===== src/rtl/bomb_pkg.sv =====
// Shared types and constants for the "BOMB" keyword scan scheduler.
package bomb_pkg;

    typedef enum logic [1:0] {
        S0 = 2'd0,
        S1 = 2'd1,
        S2 = 2'd2,
        S3 = 2'd3
    } prog_t;

    typedef enum logic [1:0] {
        ST_IDLE = 2'd0,
        ST_SCAN = 2'd1,
        ST_SAVE = 2'd2
    } fsm_t;

    localparam logic [7:0] CH_B = 8'h42;
    localparam logic [7:0] CH_O = 8'h4F;
    localparam logic [7:0] CH_M = 8'h4D;

    localparam int unsigned CNT_W  = 8;
    localparam int unsigned ACNT_W = 8;

endpackage


===== src/rtl/bomb_scan_sched_if.sv =====
// Requester/alert bus between the ASCII receivers and the shared keyword scheduler.
interface bomb_scan_sched_if #(
    parameter int unsigned NCH = 4
) ();
    localparam int unsigned CHW = $clog2(NCH);

    logic [NCH-1:0]   req_valid;
    logic [8*NCH-1:0] req_byte;
    logic [NCH-1:0]   req_ready;
    logic [NCH-1:0]   grant;
    logic             busy;
    logic             alert;
    logic [CHW-1:0]   alert_ch;
    logic [8*NCH-1:0] alert_cnt;

    modport master (
        output req_valid, req_byte,
        input  req_ready, grant, busy, alert, alert_ch, alert_cnt
    );

    modport slave (
        input  req_valid, req_byte,
        output req_ready, grant, busy, alert, alert_ch, alert_cnt
    );
endinterface


===== src/rtl/bomb_scan_sched_step.sv =====
// One matcher step: advances "BOMB" progress by a single byte, flags completion.
module bomb_step
    import bomb_pkg::*;
(
    input  prog_t       prog_in,
    input  logic [7:0]  byte_in,
    output prog_t       prog_out,
    output logic        hit
);

    always_comb begin
        prog_out = S0;
        hit      = 1'b0;
        case (prog_in)
            S0: if (byte_in == CH_B) prog_out = S1;
            S1: begin
                if (byte_in == CH_O)      prog_out = S2;
                else if (byte_in == CH_B) prog_out = S1;
            end
            S2: begin
                if (byte_in == CH_M)      prog_out = S3;
                else if (byte_in == CH_B) prog_out = S1;
            end
            S3: begin
                // trailing 'B' both completes the keyword and starts the next one
                if (byte_in == CH_B) begin
                    prog_out = S1;
                    hit      = 1'b1;
                end
            end
            default: prog_out = S0;
        endcase
    end

endmodule


===== src/rtl/bomb_scan_sched.sv =====
// Round-robin sharing of one "BOMB" matcher across NCH byte streams with per-channel context.
// Optional per-channel saturating alert counters when BSS_ALERT_CNT_EN is defined.
module bomb_scan_sched
    import bomb_pkg::*;
#(
    parameter int unsigned NCH   = 4,
    parameter int unsigned BURST = 8
) (
    input  logic                 clk,
    input  logic                 rst,
    bomb_scan_sched_if.slave     bus
);

    localparam int unsigned CHW = $clog2(NCH);

    fsm_t             state_q, state_d;
    logic [NCH-1:0]   grant_q, grant_d;
    logic [CHW-1:0]   gidx_q, gidx_d;
    logic [CHW-1:0]   last_q, last_d;
    prog_t            prog_q, prog_d;
    prog_t            ctx_q [NCH];
    prog_t            ctx_d [NCH];
    logic [CNT_W-1:0] cnt_q, cnt_d;
    logic             alert_q, alert_d;
    logic [CHW-1:0]   alert_ch_q, alert_ch_d;
    logic             busy_q, busy_d;

    logic [7:0]       byte_arr [NCH];
    logic [7:0]       cur_byte_c;
    logic             take_c;
    logic [CHW-1:0]   winner_c;
    prog_t            step_prog_c;
    logic             step_hit_c;

    for (genvar i = 0; i < NCH; i++) begin : g_unpack
        assign byte_arr[i] = bus.req_byte[8*i +: 8];
    end

    assign cur_byte_c = byte_arr[gidx_q];
    assign take_c     = (state_q == ST_SCAN) && bus.req_valid[gidx_q];

    bomb_step u_step (
        .prog_in  (prog_q),
        .byte_in  (cur_byte_c),
        .prog_out (step_prog_c),
        .hit      (step_hit_c)
    );

    // First requesting channel strictly after last_q, wrapping around.
    always_comb begin
        logic           found;
        logic [CHW-1:0] idx;
        found    = 1'b0;
        winner_c = '0;
        idx      = '0;
        for (int unsigned k = 1; k <= NCH; k++) begin
            idx = CHW'((32'(last_q) + k) % NCH);
            if (!found && bus.req_valid[idx]) begin
                found    = 1'b1;
                winner_c = idx;
            end
        end
    end

    always_comb begin
        state_d    = state_q;
        grant_d    = grant_q;
        gidx_d     = gidx_q;
        last_d     = last_q;
        prog_d     = prog_q;
        cnt_d      = cnt_q;
        ctx_d      = ctx_q;
        alert_d    = 1'b0;
        alert_ch_d = alert_ch_q;

        case (state_q)
            ST_IDLE: begin
                if (|bus.req_valid) begin
                    grant_d = NCH'(1) << winner_c;
                    gidx_d  = winner_c;
                    prog_d  = ctx_q[winner_c];
                    cnt_d   = '0;
                    state_d = ST_SCAN;
                end
            end
            ST_SCAN: begin
                if (take_c) begin
                    prog_d = step_prog_c;
                    cnt_d  = cnt_q + CNT_W'(1);
                    if (step_hit_c) begin
                        alert_d    = 1'b1;
                        alert_ch_d = gidx_q;
                    end
                    if (cnt_q == CNT_W'(BURST - 1)) state_d = ST_SAVE;
                end else begin
                    state_d = ST_SAVE;
                end
            end
            ST_SAVE: begin
                ctx_d[gidx_q] = prog_q;
                last_d        = gidx_q;
                grant_d       = '0;
                state_d       = ST_IDLE;
            end
            default: state_d = ST_IDLE;
        endcase

        busy_d = (state_d != ST_IDLE);
    end

    always_ff @(posedge clk) begin
        if (rst) begin
            state_q    <= ST_IDLE;
            grant_q    <= '0;
            gidx_q     <= '0;
            last_q     <= CHW'(NCH - 1);
            prog_q     <= S0;
            cnt_q      <= '0;
            alert_q    <= 1'b0;
            alert_ch_q <= '0;
            busy_q     <= 1'b0;
            for (int i = 0; i < NCH; i++) ctx_q[i] <= S0;
        end else begin
            state_q    <= state_d;
            grant_q    <= grant_d;
            gidx_q     <= gidx_d;
            last_q     <= last_d;
            prog_q     <= prog_d;
            cnt_q      <= cnt_d;
            alert_q    <= alert_d;
            alert_ch_q <= alert_ch_d;
            busy_q     <= busy_d;
            ctx_q      <= ctx_d;
        end
    end

    // Ready is gated by rst so a byte presented during reset is never consumed.
    assign bus.req_ready = ((state_q == ST_SCAN) && !rst) ? grant_q : '0;
    assign bus.grant     = grant_q;
    assign bus.busy      = busy_q;
    assign bus.alert     = alert_q;
    assign bus.alert_ch  = alert_ch_q;

`ifdef BSS_ALERT_CNT_EN
    logic [ACNT_W-1:0] acnt_q [NCH];
    logic [ACNT_W-1:0] acnt_d [NCH];

    always_comb begin
        acnt_d = acnt_q;
        if (alert_d && (acnt_q[alert_ch_d] != {ACNT_W{1'b1}}))
            acnt_d[alert_ch_d] = acnt_q[alert_ch_d] + ACNT_W'(1);
    end

    always_ff @(posedge clk) begin
        if (rst) begin
            for (int i = 0; i < NCH; i++) acnt_q[i] <= '0;
        end else begin
            acnt_q <= acnt_d;
        end
    end

    for (genvar i = 0; i < NCH; i++) begin : g_acnt
        assign bus.alert_cnt[8*i +: 8] = acnt_q[i];
    end
`else
    assign bus.alert_cnt = '0;
`endif

endmodule


===== src/flat_wrapper.sv =====
// flat-port wrapper written by rule: the top's interface ports become plain ports
module bomb_scan_sched_flat import bomb_pkg::*;
#(
    parameter int unsigned NCH   = 4,
    parameter int unsigned BURST = 8
)
  (clk, rst, bus_req_valid, bus_req_byte, bus_req_ready, bus_grant, bus_busy, bus_alert, bus_alert_ch, bus_alert_cnt);
  bomb_scan_sched_if #(.NCH(NCH)) bus_i ();
  input  logic clk;
  input  logic rst;
  input wire logic [$bits(bus_i.req_valid)-1:0] bus_req_valid;
  input wire logic [$bits(bus_i.req_byte)-1:0] bus_req_byte;
  output wire logic [$bits(bus_i.req_ready)-1:0] bus_req_ready;
  output wire logic [$bits(bus_i.grant)-1:0] bus_grant;
  output wire logic [$bits(bus_i.busy)-1:0] bus_busy;
  output wire logic [$bits(bus_i.alert)-1:0] bus_alert;
  output wire logic [$bits(bus_i.alert_ch)-1:0] bus_alert_ch;
  output wire logic [$bits(bus_i.alert_cnt)-1:0] bus_alert_cnt;
  assign bus_i.req_valid = bus_req_valid;
  assign bus_i.req_byte = bus_req_byte;
  assign bus_req_ready = bus_i.req_ready;
  assign bus_grant = bus_i.grant;
  assign bus_busy = bus_i.busy;
  assign bus_alert = bus_i.alert;
  assign bus_alert_ch = bus_i.alert_ch;
  assign bus_alert_cnt = bus_i.alert_cnt;
  bomb_scan_sched #(.NCH(NCH), .BURST(BURST)) u_core (.clk(clk), .rst(rst), .bus(bus_i));
endmodule

===== config.mk =====
export PLATFORM = sky130hd
export DESIGN_NAME = bomb_scan_sched_flat
export DESIGN_NICKNAME = d
export VERILOG_FILES = /design/src/rtl/bomb_pkg.sv /design/src/rtl/bomb_scan_sched_if.sv /design/src/rtl/bomb_scan_sched_step.sv /design/src/rtl/bomb_scan_sched.sv /design/src/flat_wrapper.sv
export SDC_FILE = /design/constraint.sdc
export NUM_CORES = 1
export LEC_CHECK = 0
export ABC_AREA = 1
export CORE_ASPECT_RATIO = 0.5
export CORE_MARGIN = 5
export CORE_UTILIZATION = 45
export CTS_CLUSTER_SIZE = 12
export DETAILED_ROUTE_END_ITERATION = 12
export PLACE_DENSITY = 0.8
export SLEW_MARGIN = 20
export SYNTH_ARGS = -nofsm -noshare
export SYNTH_HDL_FRONTEND = slang
export SYNTH_SLANG_ARGS = --single-unit

===== constraint.sdc =====
create_clock -name clk -period 1.9 [get_ports clk]
set_input_delay 0.19 -clock clk [delete_from_list [all_inputs] [get_ports clk]]
set_output_delay 0.19 -clock clk [all_outputs]
set_load 0.01 [all_outputs]

After elaboration in Yosys (flattened, before gate mapping)

Cells that the tools add are included.

Output and inout port bits: 44
Flip-flop bits (word level): 32
Word-level logic and storage cells: 110

Bitwise gates (word level): 4
Shifts and indexed selects: 1
$lt $le $gt $ge: 8
Reductions and logical operators: 22
Equal/unequal tests: 11
$add $sub $neg: 5
Mux-type cells: 46

Operators with widths:

| operator            | count |
|---|---|
| $mux 8              | 4 |
| $mux 2              | 14 |
| $eq 8x7->1 const B  | 3 |
| $bmux 8 s2          | 1 |
| $pmux 8 s2          | 1 |
| $lt 2x3->1 const B  | 5 |
| $mux 1              | 12 |
| $bmux 1 s2          | 5 |
| $add 8x1->8 const B | 1 |
| $bwmux 8            | 1 |
| $eq 8x3->1 const B  | 1 |
| $mux 4              | 2 |
| $pmux 2 s2          | 2 |
| $pmux 4 s2          | 1 |
| $eq 2x2->1 const B  | 3 |
| $ge 3x3->1 const B  | 2 |
| $logic_and 1x1->1   | 6 |
| $not 2->3           | 2 |
| $pmux 2 s3          | 1 |
| $reduce_and 3->1    | 2 |
| $reduce_bool 2->1   | 3 |
| $add 2x1->2 const B | 2 |
| $add 2x2->2 const B | 2 |
| $bmux 2 s2          | 1 |
| 12 further kinds    | 20 |

Longest topological paths before layout

Gate-level depths: netlist of run 1.

Word-level depth: 19
Gate-level depth with buffers: 15
Depth with buffers taken out: 15

Cells and area by module

From an unflattened synthesis of run 1, not the netlist that was laid out.

Cells, all modules: 345
Area, all modules: 2343.5 µm²

By module, submodules not included:

| module          | area each (µm²) | times used | cells each | sequential area each (µm²) |
|---|---|---|---|---|
| bomb_scan_sched | 2150.8          | 1          | 310        | 640.6 |
| bomb_step       | 192.7           | 1          | 35         | 0.0 |

Worst setup path before layout of run 1

OpenSTA, ideal clock, no wires.

Path kind: register to register
From: reg u_core.last_q[0]
To: reg u_core.prog_q[0]
Stages on the path, launching flop included: 15
Data arrival time: 1440 ps
Buffers on the path: 1
Slack: 338 ps
Required time: 1778 ps
Clock period less this slack: 1562 ps
Path through: dfxtp_1 > buf_6 > nand2_1 > nand3_1 > nand2_2 > nor2_8 > nand2_1 > nand2_2 > nand2_4 > nand2_1 > nand2_1 > nand2_1 > nand2_1 > nand2_1 > a21oi_2

Cells in the longest elaborated chain, start to end: 19
Elaborated cells on any way between the ends: 31
Those cells by class: add/sub (4); mux (20); bitwise (1); reduce/logical (6)

RTL lines:

| element                                       | line                   | source |
|---|---|---|
| start: declaration                            | bomb_scan_sched.sv:19  | `logic [CHW-1:0] last_q, last_d;` |
| start signal: assignment                      | bomb_scan_sched.sv:116 | `last_q <= CHW'(NCH - 1);` |
| start signal: assignment                      | bomb_scan_sched.sv:127 | `last_q <= last_d;` |
| $add 2x1->2                                   | bomb_scan_sched.sv:57  | `idx = CHW'((32'(last_q) + k) % NCH);` |
| $bmux 1 s2                                    | bomb_scan_sched.sv:58  | `if (!found && bus.req_valid[idx]) begin` |
| $mux 1 (not written as such)                  | bomb_scan_sched.sv:58  |  |
| $mux 1                                        | bomb_scan_sched.sv:58  |  |
| $logic_not 1->1                               | bomb_scan_sched.sv:58  |  |
| $logic_and 1x1->1                             | bomb_scan_sched.sv:58  |  |
| $mux 1                                        | bomb_scan_sched.sv:58  |  |
| $logic_not 1->1                               | bomb_scan_sched.sv:58  |  |
| (+2 left out)                                 | n/a                    |  |
| $logic_not 1->1                               | bomb_scan_sched.sv:58  |  |
| $logic_and 1x1->1                             | bomb_scan_sched.sv:58  |  |
| $mux 2 (*)                                    | bomb_scan_sched.sv:58  |  |
| $not 2->3 (not written as such) (*)           | bomb_scan_sched.sv:81  | `prog_d = ctx_q[winner_c];` |
| $bmux 2 s2 (*)                                | bomb_scan_sched.sv:81  |  |
| $mux 2 (not written as such) (*) (2 in a row) | bomb_scan_sched.sv:81  |  |
| $mux 2 (*)                                    | bomb_scan_sched.sv:78  | `if (\|bus.req_valid) begin` |
| $pmux 2 s2 (*)                                | bomb_scan_sched.sv:76  | `case (state_q)` |
| end signal: assignment                        | bomb_scan_sched.sv:128 | `prog_q <= prog_d;` |
| end: declaration                              | bomb_scan_sched.sv:20  | `prog_t prog_q, prog_d;` |

Every way passes the cells marked *; elsewhere a longest branch is shown, timed or not. The select of a mux whose other input is x is not followed.
A chain may end at the register's enable or synchronous reset.

Worst setup path in the final report of run 1

From: reg u_core.gidx_q[0]
To: reg u_core.alert_ch_q[1] (netlist: u_core.bus.alert_ch[1])

Cells in the longest elaborated chain, start to end: 8
Elaborated cells on any way between the ends: 11
Those cells by class: eq/ne (1); mux (7); bitwise (1); reduce/logical (2)

RTL lines:

| element                                   | line                       | source |
|---|---|---|
| start: declaration                        | bomb_scan_sched.sv:18      | `logic [CHW-1:0] gidx_q, gidx_d;` |
| start signal: assignment                  | bomb_scan_sched.sv:126     | `gidx_q <= gidx_d;` |
| $not 2->3 (not written as such)           | bomb_scan_sched.sv:39      | `assign cur_byte_c = byte_arr[gidx_q];` |
| $bmux 8 s2                                | bomb_scan_sched.sv:39      |  |
| $mux 8 (not written as such) (2 in a row) | bomb_scan_sched.sv:39      |  |
| $eq 8x7->1                                | bomb_scan_sched_step.sv:26 | `if (byte_in == CH_B) begin` |
| $mux 1                                    | bomb_scan_sched_step.sv:26 |  |
| $mux 1                                    | bomb_scan_sched_step.sv:14 | `case (prog_in)` |
| $reduce_and 3->1 (no line) (*)            | n/a                        |  |
| end signal: assignment                    | bomb_scan_sched.sv:131     | `alert_ch_q <= alert_ch_d;` |
| end: declaration                          | bomb_scan_sched.sv:25      | `logic [CHW-1:0] alert_ch_q, alert_ch_d;` |

Marked as above.

==> metrics.yaml, run 1 <==
outcome:
  outcome: "complete, no violations"
worst_setup_path:
  path_delay_family: "simple AND/OR/NAND/NOR gates"
  required_ps: 2080
  start_kind: "flip-flop"
  crit_start: "u_core.gidx_q[0]"
  cp_slowest_cell: "dfxtp_2"
  r2r-end: "u_core.bus.alert_ch[1]"
  path_cells: "inv_2 > buf_4 > nand3_1 > nand2_1 > nor2_2 > nand2_1 > nor2_2 > nand4_1 > o21ai_0 > a21oi_1"
  crit_end: "u_core.bus.alert_ch[1]"
  cp_data_arrival_time_ps: 1960
  r2r_setup_slack_ps: 120
  critical_path_buf_inv_count: 2
  cpPeakStageDelay_ps: 420
  crit_fanout: 9
  worstSetupPathDepth: 10
  crit_type: "flip-flop to flip-flop"
  reg2regPathDepth: 10
  setup.worst_path.end_class: "flip-flop"
  r2r_start: "u_core.gidx_q[0]"
power_and_ir_drop:
  power_mw: 2.50
  clockPowerShare: 0.289
  leakage_nw: 1.46
  power_density_mw_per_mm2: 805
  seqPwrFrac: 0.317
  swShare: 0.362
  internal_power_mw: 1.59
  combinationalPowerShare: 0.394
  vdd_drop_max_v: 0.000351
  p_switching_uw: 902
global_routing:
  gr-total-overflow: 0
  grt_usage: 0.175
  grt_pass1_vias: 2232
  grt_start_max_net_pins: 13
  antenna_found_initial: 0
  grt_pass1_wl_um: 9780
synthesis:
  synth_edf_count: 0
  async_flop_share: 0
  yosysWarnings: 0
  synth_top_flop_cell: "dfxtp_1"
  netlist.area_leader.share: 0.271
  syn_area_per_cell_um2: 6.44
  synth-seq-cells: 32
  synth_area_leaders: "dfxtp_1 27%, nand2_1 17%, buf_4 10%"
  synthCells: 367
  synth_cell_type_count: 37
  yosysSeqAreaShare: 0.271
  yosys.area.top_type: "dfxtp_1"
  netlist_area_mm2: 0.00236
timing:
  fin_ws_ps: 117
  grt_setup_unrepaired: "true"
  hold_viol: 0
  timing.fmax_mhz: 561
  skew_ps: 4.44
  drv_slew: 0
  finalCriticalPeriod_ps: 1780
  finalCritPeriodShare: 0.939
  finalSetupViolations: 0
final_layout:
  area_delta_synth_final_pct: 31.2
  fin_nets: 479
  antennaDiodeCount: 0
  final_common_cell: "nand2_1"
  final_cell_mix: "108 x nand2_1, 48 x clkdlybuf4s50_1, 34 x nor2_1"
  drive_above_1_share: 0.158
  postLayoutCellArea_mm2: 0.00310
placed_design:
  postPlaceCellArea_mm2: 0.00293
  gp_congestion: 0.810
  hpwl_um: 4660
  io_buffers: 49
  pre_cts_ws_ps: -81.8
route:
  drc: 0
  first_iter_violations: 144
  wl_per_cell_um: 11.8
  detail-route-antenna-nets: 0
  dr.pass1.iters: 4
  vias: 2450
  routed_wirelength_um: 6010
  vias_per_cell: 4.82
floorplan:
  num_io_pins: 82
  start_util: 0.472
  core_area_mm2: 0.00500
  die_w_um: 112
  die_y_um: 61.2
  dieArea_mm2: 0.00689
  std_cell_rows: 18
clock_tree:
  h-tree-depth: 2
  clockBufferDepth: 2
  insertion_delay_ps: 290
  root_buffer: "clkbuf_8"
  cts.sinks: 32
  cts_tree: "yes"
  cts.clk_slew.worst_paths_ps: 60
  cts_setup_buffers: 0
  cts_made_buffers: 5
run:
  maxCapViolations: 0
hold_path:
  hold_start: "u_core.bus.alert_ch[0]"
  min_path_type: "flip-flop to flip-flop"
final cells by class:
type | count | area [um2]
fillers | 469 | 1900
multi-input cells | 290 | 1430
repair buffers | 72 | 669
flip-flops and latches | 32 | 646
inverters | 36 | 138
clock buffers | 7 | 96.3
well taps | 70 | 87.6
clock inverters | 1 | 30.0
Yosys cell counts (all sizes together), types with 3 or more instances:
library cell    n
a21oi          17
buf            37
clkbuf          3
dfxtp          32
ha              4
inv            36
nand2         120
nand3          26
nand4           8
nor2           42
nor3            4
o21ai          18
o32ai           3
kinds of logic (layout without fill, tap and decap cells):
logic type      after synthesis  after routing  synth area share
flops                        32             32             0.271
buf+inv                      76            116             0.183
simple gates                202            202             0.387
fa+ha+maj                     4              4            0.0212
other cells                   1             32           0.00159
xor+xnor                      2              2           0.00742
compound gates               50             50             0.128
stage by stage:
| stage | utilization | instances | hold slack [ps] | TNS [ps] |
|---|---|---|---|---|
| floorplan | - | 398 | 259 | 0 |
| global placement | 0.586 | 500 | 432 | -51.0 |
| detailed placement | 0.586 | 500 | 434 | -203 |
| CTS | 0.612 | 508 | 444 | 0 |
| global route | 0.620 | 508 | 466 | -52.7 |
| finish | 0.620 | 508 | 443 | 0 |
flip-flops by register name, summed over array words and instances (netlist names):
signal               count
u_core.cnt_q             8
u_core.ctx_q             8
u_core.bus.grant         4
u_core.bus.alert_ch      2
u_core.gidx_q            2
u_core.last_q            2
u_core.prog_q            2
u_core.state_q           2
u_core.bus.alert         1
u_core.bus.busy          1
per-layer routing:
| metal | track usage | up-vias | part of all wire |
|---|---|---|---|
| li1 | - | 1257 | - |
| met1 | 0.221 | 1112 | 0.45 |
| met2 | 0.311 | 72 | 0.47 |
| met3 | 0.0353 | 9 | 0.067 |
| met4 | 0.0582 | 0 | 0.013 |
| met5 | 0 | - | 0 |
worst register-to-register path, delay by kind of cell (launching register included):
family / cells / cell delay [ps]
buffers and inverters: 2 / 250
DFF: 1 / 420
AOI/OAI and AO/OA: 2 / 280
and+or+nand+nor: 6 / 730
how the worst min path moves through the flow:
stage	endpoint	slack [ps]	cells after the start
after floorplan	u_core.state_q[0]	260	1
after global placement	u_core.bus.alert_ch[0]	430	2
after detailed placement	u_core.bus.alert_ch[0]	430	2
after CTS	u_core.bus.alert_ch[0]	440	2
after global routing	u_core.bus.alert_ch[0]	470	2
final	u_core.bus.alert_ch[0]	440	2
repair_timing:
item	CTS	global route
endpoints found under the hold margin	0	0
hold buffers	0	0
setup endpoints to repair	0	16
gates resized for setup	0	15
power groups by stage:
stage | registers, mW | logic, mW | clock network [mW]
after floorplan | 0.792 | 0.670 | 0
after global placement | 0.796 | 0.931 | 0
after detailed placement | 0.798 | 0.938 | 0
after CTS | 0.784 | 0.949 | 0.722
after global routing | 0.795 | 1.10 | 0.756
final | 0.790 | 0.983 | 0.722
No activity file was read; power rests on OpenSTA's default activity.
==> inputs of run 2 (changes only) <==
--- a/config.mk
+++ b/config.mk
@@ -12,6 +12,7 @@
 export CTS_CLUSTER_SIZE = 12
 export DETAILED_ROUTE_END_ITERATION = 12
 export PLACE_DENSITY = 0.8
+export REMOVE_ABC_BUFFERS = 1
 export SLEW_MARGIN = 20
 export SYNTH_ARGS = -nofsm -noshare
 export SYNTH_HDL_FRONTEND = slang
==> metrics.yaml, run 2 (synthesis results as in run 1) <==
outcome:
  outcome: "complete, no violations"
worst_setup_path:
  cp_data_arrival_time_ps: 1970  # about the same
  r2r-end: "u_core.prog_q[0]"
  required_ps: 2120  # +40 ps
  setup.worst_path.end_class: "flip-flop"
  r2r_setup_slack_ps: 140  # +30 ps
  reg2regPathDepth: 13  # +3
  crit_type: "flip-flop to flip-flop"
  crit_fanout: 10  # +1
  start_kind: "flip-flop"
  r2r_start: "u_core.last_q[0]"
global_routing:
  grt_usage: 0.172  # -0.00274
  grt_pass1_wl_um: 9600  # -1.8%
  antenna_found_initial: 0  # unchanged
  gr-total-overflow: 0  # unchanged
  grt_start_max_net_pins: 13  # unchanged
  grt_pass1_vias: 2164  # -3.0%
floorplan:
  die_w_um: 112  # unchanged
  num_io_pins: 82  # unchanged
  std_cell_rows: 18  # unchanged
  die_y_um: 61.2  # unchanged
  dieArea_mm2: 0.00689  # unchanged
  core_area_mm2: 0.00500  # unchanged
  start_util: 0.472  # unchanged
power_and_ir_drop:
  power_mw: 2.30  # -7.7%
  power_density_mw_per_mm2: 740  # -8.1%
  vdd_drop_max_v: 0.000428  # +22%
  leakage_nw: 1.49  # +1.9%
run:
  maxCapViolations: 0  # unchanged
timing:
  finalCriticalPeriod_ps: 1760  # -26.2 ps
  finalCritPeriodShare: 0.925  # -0.0138
  grt_setup_unrepaired: "true"
  timing.fmax_mhz: 569  # +1.5%
  skew_ps: 1.42  # -3.02 ps
  fin_setup_tns_ps: 0  # unchanged
  hold_viol: 0  # unchanged
  finalSetupViolations: 0  # unchanged
  drv_slew: 0  # unchanged
  whs_ps: 442  # -1.07 ps
route:
  detail-route-antenna-nets: 0  # unchanged
  routed_wirelength_um: 5940  # -1.2%
  vias: 2442  # -0.33%
  dr.pass1.iters: 5  # +1
  drc: 0  # unchanged
  vias_per_cell: 4.76  # -1.3%
  first_iter_violations: 150  # +4.2%
  wl_per_cell_um: 11.6  # -2.1%
final_layout:
  final_cell_mix: "109 x nand2_1, 46 x clkdlybuf4s50_1, 35 x nor2_1"
  final_cells: 513  # +0.98%
  area_delta_synth_final_pct: 31.8
  fin_nets: 485  # +1.3%
  final_common_cell: "nand2_1"
  regArea_um2: 651  # +0.78%
  antennaDiodeCount: 0  # unchanged
  post-route-util: 0.623  # +0.00300
  multi_input_area_mm2: 0.00144  # +0.35%
  fill_cells: 470  # +0.21%
  drive_above_1_share: 0.160  # +0.00274
placed_design:
  gp_congestion: 0.822  # +1.5%
  io_buffers: 49  # unchanged
  hpwl_um: 4700  # +0.89%
  dp.cells: 502  # +0.40%
hold_path:
  min_path_type: "flip-flop to flip-flop"
  hold_depth: 2  # unchanged
  hold_start: "u_core.bus.alert_ch[1]"
  hold-path-endpoint: "u_core.bus.alert_ch[1]"
clock_tree:
  h-tree-depth: 2  # unchanged
  cts.sinks: 32  # unchanged
  cts_tree: "yes"
  root_buffer: "clkbuf_8"
  clockBufferDepth: 2  # unchanged
  cts.clk_slew.worst_paths_ps: 60  # about the same
  cts_made_buffers: 5  # unchanged
  insertion_delay_ps: 280  # about the same
## run 2: cell type report
| type | count | area share |
|---|---|---|
| timing repair buffer | 78 | 0.232 |
| sequential | 32 | 0.209 |
| tap | 70 | 0.0281 |
| clock buffer | 6 | 0.0233 |
| multi-input combinational | 290 | 0.462 |
| clock inverter | 1 | 0.00161 |
| inverter | 36 | 0.0442 |
## run 2: worst max-delay path by stage
| stage | cells after the start | slack [ps] | start | endpoint |
|---|---|---|---|---|
| final | 13 | 140 | u_core.last_q[0] | u_core.prog_q[0] |
| after global routing | 14 | -40 | u_core.last_q[0] | u_core.prog_q[1] |
| after CTS | 11 | 30 | u_core.gidx_q[0] | u_core.cnt_q[7] |
| after detailed placement | 15 | -80 | bus_req_valid[2] | u_core.prog_q[0] |
| after global placement | 11 | -30 | bus_req_valid[2] | u_core.cnt_q[7] |
| after floorplan | 11 | 70 | u_core.gidx_q[0] | u_core.cnt_q[7] |
## run 2: worst max-delay path, cell delays in order, from the launching register on
cell     delay (ps)
dfxtp_4         370
buf_8           130
nand2_1          90
nand2_4         110
nand3_1         130
o21ai_4         120
nand3_1         100
nand3_1          70
nand2_1         130
inv_2           130
nand2_1          60
nand2_1          60
nand2_1          60
a21oi_2         130
## run 2: through the flow
stage / instance area, um2 / setup slack (ps)
after floorplan: 2180 / 71.1
final: 3110 / 143
after detailed placement: 2950 / -81.6
after CTS: 3020 / 33.5
after global placement: 2950 / -35.0
after global routing: 3110 / -36.1
## run 2: repair_timing
| item | in CTS | in global routing |
|---|---|---|
| resized for setup | 0 | 21 |
| hold buffers | 0 | 0 |
| setup endpoints to repair | 0 | 15 |
| setup buffers | 0 | 4 |
## run 2: layer usage
| metal | wire [um] | vias up | global-route usage |
|---|---|---|---|
| li1 | - | 1272 | - |
| met1 | 2800 | 1102 | 0.227 |
| met2 | 2710 | 60 | 0.296 |
| met3 | 373 | 8 | 0.0314 |
| met4 | 63 | 0 | 0.0548 |
| met5 | 0 | - | 0 |
## run 2: power by group
part / total, mW / internal [mW] / leakage, nW / switching (mW)
clock: 0.490 / 0.248 / 0.0410 / 0.241
combinational: 1.02 / 0.430 / 1.19 / 0.594
sequential: 0.790 / 0.735 / 0.261 / 0.0548
==> inputs of run 3 (changes only) <==
--- a/config.mk
+++ b/config.mk
@@ -11,7 +11,7 @@
 export CORE_UTILIZATION = 45
 export CTS_CLUSTER_SIZE = 12
 export DETAILED_ROUTE_END_ITERATION = 12
-export PLACE_DENSITY = 0.8
+export PLACE_DENSITY = 0.83
 export REMOVE_ABC_BUFFERS = 1
 export SLEW_MARGIN = 20
 export SYNTH_ARGS = -nofsm -noshare
==> metrics.yaml, run 3 (synthesis results as in run 1) <==
global_routing:
  gr-total-overflow: 0  # unchanged
  grt_usage: 0.167  # -0.00504
  grt_start_max_net_pins: 13  # unchanged
  grt_pass1_wl_um: 9380  # -2.3%
  grt_pass1_vias: 2086  # -3.6%
  antenna_found_initial: 0  # unchanged
floorplan:
  start_util: 0.472  # unchanged
  num_io_pins: 82  # unchanged
  die_w_um: 112  # unchanged
  core_area_mm2: 0.00500  # unchanged
  std_cell_rows: 18  # unchanged
  dieArea_mm2: 0.00689  # unchanged
  die_y_um: 61.2  # unchanged
power_and_ir_drop:
  power_density_mw_per_mm2: 741  # +0.12%
  leakage_nw: 1.44  # -3.4%
  power_mw: 2.26  # -2.0%
  vdd_drop_max_v: 0.000559  # +31%
final_layout:
  final_cells: 508  # -0.97%
  multi_input_area_mm2: 0.00142  # -1.2%
  drive_above_1_share: 0.155  # -0.00502
  post-route-util: 0.609  # -0.0135
  final_cell_mix: "108 x nand2_1, 48 x clkdlybuf4s50_1, 34 x nor2_1"
  area_delta_synth_final_pct: 29.0
  fill_cells: 447  # -4.9%
  regArea_um2: 651  # unchanged
  fin_nets: 480  # -1.0%
  antennaDiodeCount: 0  # unchanged
  final_common_cell: "nand2_1"
route:
  detail-route-antenna-nets: 0  # unchanged
  dr.pass1.iters: 4  # -1
  vias: 2444  # +0.082%
  wl_per_cell_um: 11.7  # +0.95%
  routed_wirelength_um: 5940  # about the same
  drc: 0  # unchanged
  vias_per_cell: 4.81  # +1.1%
  first_iter_violations: 129  # -14%
timing:
  finalSetupViolations: 0  # unchanged
  hold_viol: 0  # unchanged
  fin_ws_ps: 135  # -8.00 ps
  finalCritPeriodShare: 0.929  # +0.00421
  skew_ps: 4.46  # +3.05 ps
  timing.fmax_mhz: 566  # -0.45%
  finalCriticalPeriod_ps: 1770  # +8.01 ps
  drv_slew: 0  # unchanged
placed_design:
  hpwl_um: 4790  # +1.9%
  dp.cells: 500  # -0.40%
  io_buffers: 49  # unchanged
  pre_cts_ws_ps: -87.0  # -5.48 ps
  gp_congestion: 0.863  # +4.9%
worst_setup_path:
  required_ps: 2060  # -60 ps
  start_kind: "flip-flop"
  setup.worst_path.end_class: "flip-flop"
  cp_data_arrival_time_ps: 1920  # -50 ps
  path_delay_family: "simple AND/OR/NAND/NOR gates"
  cp_slowest_cell: "dfxtp_2"
  path_cells: "buf_4 > nand2_1 > nand2_2 > nand2_2 > nand2_4 > o21bai_1 > nand2_1 > nand2_2 > nand2_4 > nand2_1 > nand2_1 > nand2_1 > nand2_1 > nand2_1 > a21oi_2"
  crit_top_cell: "nand2_1"
  crit_type: "flip-flop to flip-flop"
  crit_fanout: 7  # -3
  cpPeakStageDelay_ps: 330  # -40 ps
  critical_path_buf_inv_count: 1  # -1
  r2r_setup_slack_ps: 130  # about the same
clock_tree:
  cts.sinks: 32  # unchanged
  cts_tree: "yes"
  clockBufferDepth: 2  # unchanged
  h-tree-depth: 2  # unchanged
  cts.clk_slew.worst_paths_ps: 60  # about the same
  insertion_delay_ps: 280  # about the same
  cts_made_buffers: 5  # unchanged
  root_buffer: "clkbuf_8"
run:
  maxCapViolations: 0  # unchanged
hold_path:
  min_path_type: "flip-flop to flip-flop"
outcome:
  outcome: "complete, no violations"
[run 3: layout make-up]
type / count / area share
clock buffers: 6 / 0.0238
repair buffers: 73 / 0.221
inverters: 36 / 0.0452
clock inverters: 1 / 0.00164
multi-input cells: 290 / 0.466
flip-flops and latches: 32 / 0.214
well taps: 70 / 0.0287
[run 3: layer usage]
| metal | routed length [um] | global-route usage |
|---|---|---|
| met5 | 0 | 0 |
| met4 | 51 | 0.0257 |
| met3 | 414 | 0.0324 |
| met2 | 2700 | 0.291 |
| met1 | 2770 | 0.226 |
[run 3: path summary, 6_finish.rpt]
check	to	start	cells after the start
max	u_core.prog_q[0]	u_core.last_q[0]	15
min	u_core.bus.alert_ch[0]	u_core.bus.alert_ch[0]	2
max reg2reg	u_core.prog_q[0]	u_core.last_q[0]	15
min reg2reg	u_core.bus.alert_ch[0]	u_core.bus.alert_ch[0]	2
[run 3: stage by stage]
step / hold WS [ps] / TNS (ps) / cell area (um2)
6_report: 451 / 0 / 3050
5_1_grt: 475 / -30.7 / 3050
4_1_cts: 453 / 0 / 3010
3_5_place_dp: 444 / -340 / 2930
3_3_place_gp: 432 / -64.7 / 2930
2_1_floorplan: 259 / 0 / 2180
[run 3: power by group]
group	switching, mW	internal, mW
registers	0.0549	0.736
clock network	0.233	0.248
logic	0.586	0.399
total	0.873	1.38
[run 3: worst register-to-register path, cell delays in order, from the launching register on]
cell      delay, ps
dfxtp_2         330
buf_4           150
nand2_1          70
nand2_2          90
nand2_2         120
nand2_4          80
o21bai_1        150
nand2_1          80
nand2_2         130
nand2_4          90
nand2_1          70
nand2_1          60
nand2_1          60
nand2_1          40
nand2_1          70
a21oi_2          60
[run 3: what timing repair did]
item / CTS / global route
buffers inserted: 0 / 1
hold buffers: 0 / 0
resized for setup: 0 / 15
endpoints found under the setup margin: 0 / 12
